--- src/rtl/packet_serializer.sv ---
// Packet serializer: pops one word from an upstream FIFO, appends an odd-parity
// bit, and shifts the word out LSB first framed by one start and one stop bit.
// Each serial bit is held for CLKS_PER_BIT clock cycles.
//
// FIFO handshake: the FIFO's "valid" is ~fifo_empty and our "ready" is
// tx_enable while idle. A pop happens only when both hold at a rising edge in
// IDLE; read_n is then low for exactly one cycle, and the popped word is
// expected on data_in during the following cycle, where it is captured.
module packet_serializer #(
  parameter int FIFO_WIDTH   = 63,
  parameter int CLKS_PER_BIT = 4
) (
  input  logic                  clk,
  input  logic                  reset,
  input  logic [FIFO_WIDTH-1:0] data_in,
  input  logic                  fifo_empty,
  input  logic                  tx_enable,
  output logic                  read_n,
  output logic                  tx,
  output logic                  tx_busy,
  output logic [15:0]           packets_sent,
  output logic [2:0]            dbg_state
);

  // Shift register holds the data word plus the parity bit on top.
  localparam int BITS = FIFO_WIDTH + 1;
  localparam int CW   = $clog2(CLKS_PER_BIT + 1);
  localparam int BW   = $clog2(BITS);
  localparam logic [CW-1:0] LAST_TICK = CW'(CLKS_PER_BIT - 1);
  localparam logic [BW-1:0] LAST_BIT  = BW'(BITS - 1);

  typedef enum logic [2:0] {
    S_IDLE  = 3'd0,
    S_POP   = 3'd1,
    S_WAIT  = 3'd2,
    S_START = 3'd3,
    S_DATA  = 3'd4,
    S_STOP  = 3'd5
  } state_t;

  state_t            r_state;
  state_t            w_next;
  logic [BITS-1:0]   r_shift;
  logic [CW-1:0]     r_clk_cnt;
  logic [BW-1:0]     r_bit_cnt;
  logic [15:0]       r_pkt_cnt;
  logic              r_tx;
  logic              w_tx_next;
  logic              w_tick_last;
  logic              w_in_frame;

  assign w_tick_last  = (r_clk_cnt == LAST_TICK);
  assign w_in_frame   = (r_state == S_START) || (r_state == S_DATA) || (r_state == S_STOP);
  assign tx           = r_tx;
  assign packets_sent = r_pkt_cnt;
  assign dbg_state    = r_state;

  // Next-state, strobes, and the line value for the coming cycle.
  // tx is registered from the next state so the line lines up with the state.
  always_comb begin
    w_next    = r_state;
    w_tx_next = 1'b1;
    read_n    = 1'b1;
    tx_busy   = 1'b1;
    case (r_state)
      S_IDLE: begin
        tx_busy = 1'b0;
        if (!fifo_empty && tx_enable) w_next = S_POP;
      end
      S_POP: begin
        read_n = 1'b0;
        w_next = S_WAIT;
      end
      S_WAIT:  w_next = S_START;
      S_START: if (w_tick_last) w_next = S_DATA;
      S_DATA:  if (w_tick_last && (r_bit_cnt == LAST_BIT)) w_next = S_STOP;
      S_STOP:  if (w_tick_last) w_next = S_IDLE;
      default: w_next = S_IDLE;
    endcase
    case (w_next)
      S_START: w_tx_next = 1'b0;
      // At a bit boundary inside DATA the register shifts this same edge,
      // so the next bit is the one just above the current LSB.
      S_DATA:  w_tx_next = ((r_state == S_DATA) && w_tick_last) ? r_shift[1] : r_shift[0];
      default: w_tx_next = 1'b1;
    endcase
  end

  // State register and registered serial line.
  always_ff @(posedge clk) begin
    if (reset) begin
      r_state <= S_IDLE;
      r_tx    <= 1'b1;
    end else begin
      r_state <= w_next;
      r_tx    <= w_tx_next;
    end
  end

  // Bit-period counter: counts cycles within a bit, reloads at each boundary.
  always_ff @(posedge clk) begin
    if (reset || !w_in_frame || w_tick_last) r_clk_cnt <= '0;
    else                                      r_clk_cnt <= r_clk_cnt + CW'(1);
  end

  // Data bit index, advanced at each data-bit boundary.
  always_ff @(posedge clk) begin
    if (reset || (r_state != S_DATA)) r_bit_cnt <= '0;
    else if (w_tick_last)             r_bit_cnt <= (r_bit_cnt == LAST_BIT) ? '0 : r_bit_cnt + BW'(1);
  end

  // Capture word with odd parity on top; shift right after each data bit.
  always_ff @(posedge clk) begin
    if (reset)                                   r_shift <= '0;
    else if (r_state == S_WAIT)                  r_shift <= {~^data_in, data_in};
    else if ((r_state == S_DATA) && w_tick_last) r_shift <= {1'b0, r_shift[BITS-1:1]};
  end

  // Completed-packet counter, bumped on the last stop-bit cycle; wraps.
  always_ff @(posedge clk) begin
    if (reset)                                   r_pkt_cnt <= '0;
    else if ((r_state == S_STOP) && w_tick_last) r_pkt_cnt <= r_pkt_cnt + 16'd1;
  end

endmodule

--- config.mk ---
export PLATFORM = sky130hd
export DESIGN_NAME = packet_serializer
export DESIGN_NICKNAME = d
export VERILOG_FILES = /design/src/rtl/packet_serializer.sv
export SDC_FILE = /design/constraint.sdc
export NUM_CORES = 1
export LEC_CHECK = 0
export CORE_UTILIZATION = 56
export DETAILED_ROUTE_END_ITERATION = 7
export DONT_BUFFER_PORTS = 1
export GPL_TIMING_DRIVEN = 1
export PLACE_DENSITY_LB_ADDON = 0.12
export REMOVE_ABC_BUFFERS = 1
export SYNTH_ARGS = -nofsm -noshare
export SYNTH_HDL_FRONTEND = slang
export SYNTH_SLANG_ARGS = --single-unit
--- constraint.sdc ---
create_clock -name clk -period 2.5 [get_ports clk]
set_input_delay 0.375 -clock clk [delete_from_list [all_inputs] [get_ports clk]]
set_output_delay 0.375 -clock clk [all_outputs]
set_load 0.1 [all_outputs]
==> results by group <==
Outcome
  • Status: completed

Critical path
  • CP cell instances: ha_1, ha_1, buf_4, nor3b_2, buf_12, buf_12, mux2i_1, a211oi_1
  • Setup Crit Path Kind: flip-flop to flip-flop
  • Flop2flop setup slack: around 0.40 ns
  • CP Launch Type: flip-flop
  • Cell family with most CP delay: buffers and inverters
  • CP Buf/Inv Count: 3
  • Critical Path RT: ~2.7 ns
  • Crit Path Max Fanout: 32
  • Worst EP arrival: 2.31 ns
  • CP max stage delay: ~0.35 ns
  • Slowest-stage cell, CP: dfxtp_1
  • CP Capture Type: flip-flop

Placed design
  • Global placement routability congestion: between 0.7 and 0.8
  • Port Buffers: 0
  • Post-DP Area: about 4900 µm²
  • Post-DP HPWL: 6170 µm

Clock network
  • Post_cts resized: 0
  • Clk_lat worst skew: between 0.3 and 0.4 ns
  • Htree depth: 3
  • CTS buffer count: 9
  • CTS tree: built
  • Number of hold buffers added after cts: 0
  • Clock Pin Slew Worst Setup and Hold Paths: about 0.090 ns
  • Sink Count: 93
  • Maximum buffer depth of the clock tree: 2
  • Clock Tree Root: clkbuf_8
  • Postcts setup bufs: 0

Route
  • Total number of vias: between 3k and 4k
  • DRT antenna net count: 0
  • Routed vias/inst: between 5 and 6
  • DRC errors left: 0
  • Final Routed Wirelength: roughly 9000 µm
  • Detailed-routed wire length on met2: 4150 µm
  • Met3 wire len: about 560 µm
  • Drt initial violations: between 100 and 150
  • Top sig layer: met4
  • First-pass DRT Iterations: 4
  • WL met1: 4110 µm
  • Routed wire per std cell: roughly 15 µm

Global routing
  • Largest net degree at the start of global routing: 87
  • First-pass GRT wire length: between 10000 and 15000 µm
  • Vias in the first global route: 3199
  • Initial antenna violation count: 0
  • Grt total ovfl: 0
  • Total track usage: a little over a fifth

Synth
  • Yosys warnings: 0
  • Post-synth top area cell: dfxtp_1
  • Post-Synthesis Cells: ~480
  • Sequential area share after synthesis: around 40%
  • Synth cell types: 34
  • FF+latch count, synth: just over 90
  • Top post-synthesis cells by area: dfxtp_1 (40%), mux2i_1 (14%), a211oi_1 (10%), xnor2_1 (9.1%), nor2_1 (7.3%)
  • Mapped cell area: between 4000 and 5000 µm²
  • Synth top area share: about two fifths
  • Avg Cell Area, Syn: between 9 and 10 µm²

Die
  • Total core area: 7850 µm²
  • I/O pins: 89
  • Initial Utilization: 58.9%
  • Die area: roughly 8600 µm²
  • Overall die height: roughly 93 µm
  • Die Wd: just over 90 µm
  • Row cnt: 32

STA
  • Final hold slack: just over 0.08 ns
  • Max-slew headroom: a little under two fifths
  • Final Hold Fails: 0
  • Final critical-path share of the clock period: ~84%
  • Final setup vio count: 0
  • Final slew viol count: 0
  • Max Fclk: 0.477 GHz
  • Minimum clock period: approximately 2.1 ns
  • Worst-margin pin slew: roughly 0.94 ns
  • RSZ-0062 raised after global routing: no
  • Clock Skew: ~0.006 ns

Hold path
  • HP Class: primary input to flip-flop

Power and ir drop
  • Cell leakage power: 0.00173 µW
  • PD cells: 660 nW/µm²
  • Maximum VDD drop: 348 µV
  • Total power: between 3000 and 4000 µW

Layout
  • Layout cells sized above 1: 10.3%
  • Final Util: 64.9%
  • # fillers: between 600 and 700
  • # nets final: roughly 560
  • Antenna diode count: 0
  • Layout area overhead: 10.2%
  • Post-route cell area: 5090 µm²

Flow run
  • Max Cap Violations: 0
## cell usage after synthesis, drive strengths merged
cell,instances
nand3b,1
mux2i,64
and4b,1
and3,5
o21bai,1
nor2b,2
inv,4
or2,1
mux2,1
nand2,10
ha,4
xnor2,52
xor2,17
buf,8
nand2b,2
o21ai,5
a31oi,2
a221o,1
nor3b,2
o31a,1
nand3,3
nor4,1
a21oi,4
nor2,90
a211o,1
o32ai,1
nand4,8
clkbuf,25
xnor3,5
dfxtp,93
a211oi,63
or3,6
## path summary, 6_finish.rpt
path	startpoint	to	cells past startpoint
worst max-delay path	r_clk_cnt[0]$_SDFF_PP0_	r_shift[57]$_SDFFE_PP0P_	8
worst min-delay path	reset	packets_sent[12]$_SDFFE_PP0P_	1
worst max register to register	r_clk_cnt[0]$_SDFF_PP0_	r_shift[57]$_SDFFE_PP0P_	8
worst min register to register	r_clk_cnt[0]$_SDFF_PP0_	r_clk_cnt[0]$_SDFF_PP0_	1
## metal layers
layer / up-vias / global-route usage, %
met5: - / 0
met4: 0 / 6.92
met3: 9 / 6.49
met2: 64 / 34.9
met1: 1525 / 26.4
li1: 1714 / -
## layout by cell type, fill, tap and decap left out, types with 2 or more instances in the layout
master / count
xor2_1: 17
mux2i_1: 64
nand4_1: 8
nor2_1: 90
xnor3_1: 5
buf_4: 26
a31oi_1: 2
nand3_1: 3
bufinv_16: 2
a211oi_1: 63
buf_12: 3
nand2_1: 10
clkbuf_1: 3
xnor2_2: 4
o21ai_0: 4
or3_1: 6
and3_1: 5
inv_1: 4
nor2b_1: 2
xnor2_1: 48
a21oi_1: 4
dfxtp_1: 93
clkbuf_8: 9
ha_1: 4
## logic make-up after synthesis
| logic type | share of synthesized area, % |
|---|---|
| AO/OA/AOI/OAI | 12.6 |
| XOR/XNOR | 16.2 |
| adder cells (fa/ha/maj) | 1.08 |
| buffers and inverters | 3.22 |
| flip-flops | 40.3 |
| multiplexers | 14.1 |
| AND/OR/NAND/NOR | 12.5 |
## state kept, by name (all words and copies together), names as in the netlist
name and flops:
r_shift 64, packets_sent 16, r_bit_cnt 6, dbg_state 3, r_clk_cnt 3, tx 1
## per-stage QoR
step / worst slack [ns] / setup TNS [ns] / cells
4_1_cts: 0.371 / 0 / 598
3_5_place_dp: 0.370 / 0 / 582
3_3_place_gp: 0.462 / 0 / 582
5_1_grt: 0.236 / 0 / 598
2_1_floorplan: -6.48 / -409.73 / 451
6_report: 0.404 / 0 / 598
## final cells by class
| type | instances | area, µm² | share of cell area [%] |
|---|---|---|---|
| timing repair buffer | 29 | 255 | 5.01 |
| sequential | 93 | 1860 | 36.6 |
| clock inverter | 4 | 72.6 | 1.43 |
| tap | 102 | 128 | 2.51 |
| clock buffer | 12 | 135 | 2.65 |
| multi-input combinational | 354 | 2620 | 51.5 |
| inverter | 4 | 15.0 | 0.295 |
## power by group
group / switching, µW / internal (µW)
sequential: 62.4 / 1580
clock: 503 / 564
combinational: 288 / 364
(Power assumes the default switching activity.)
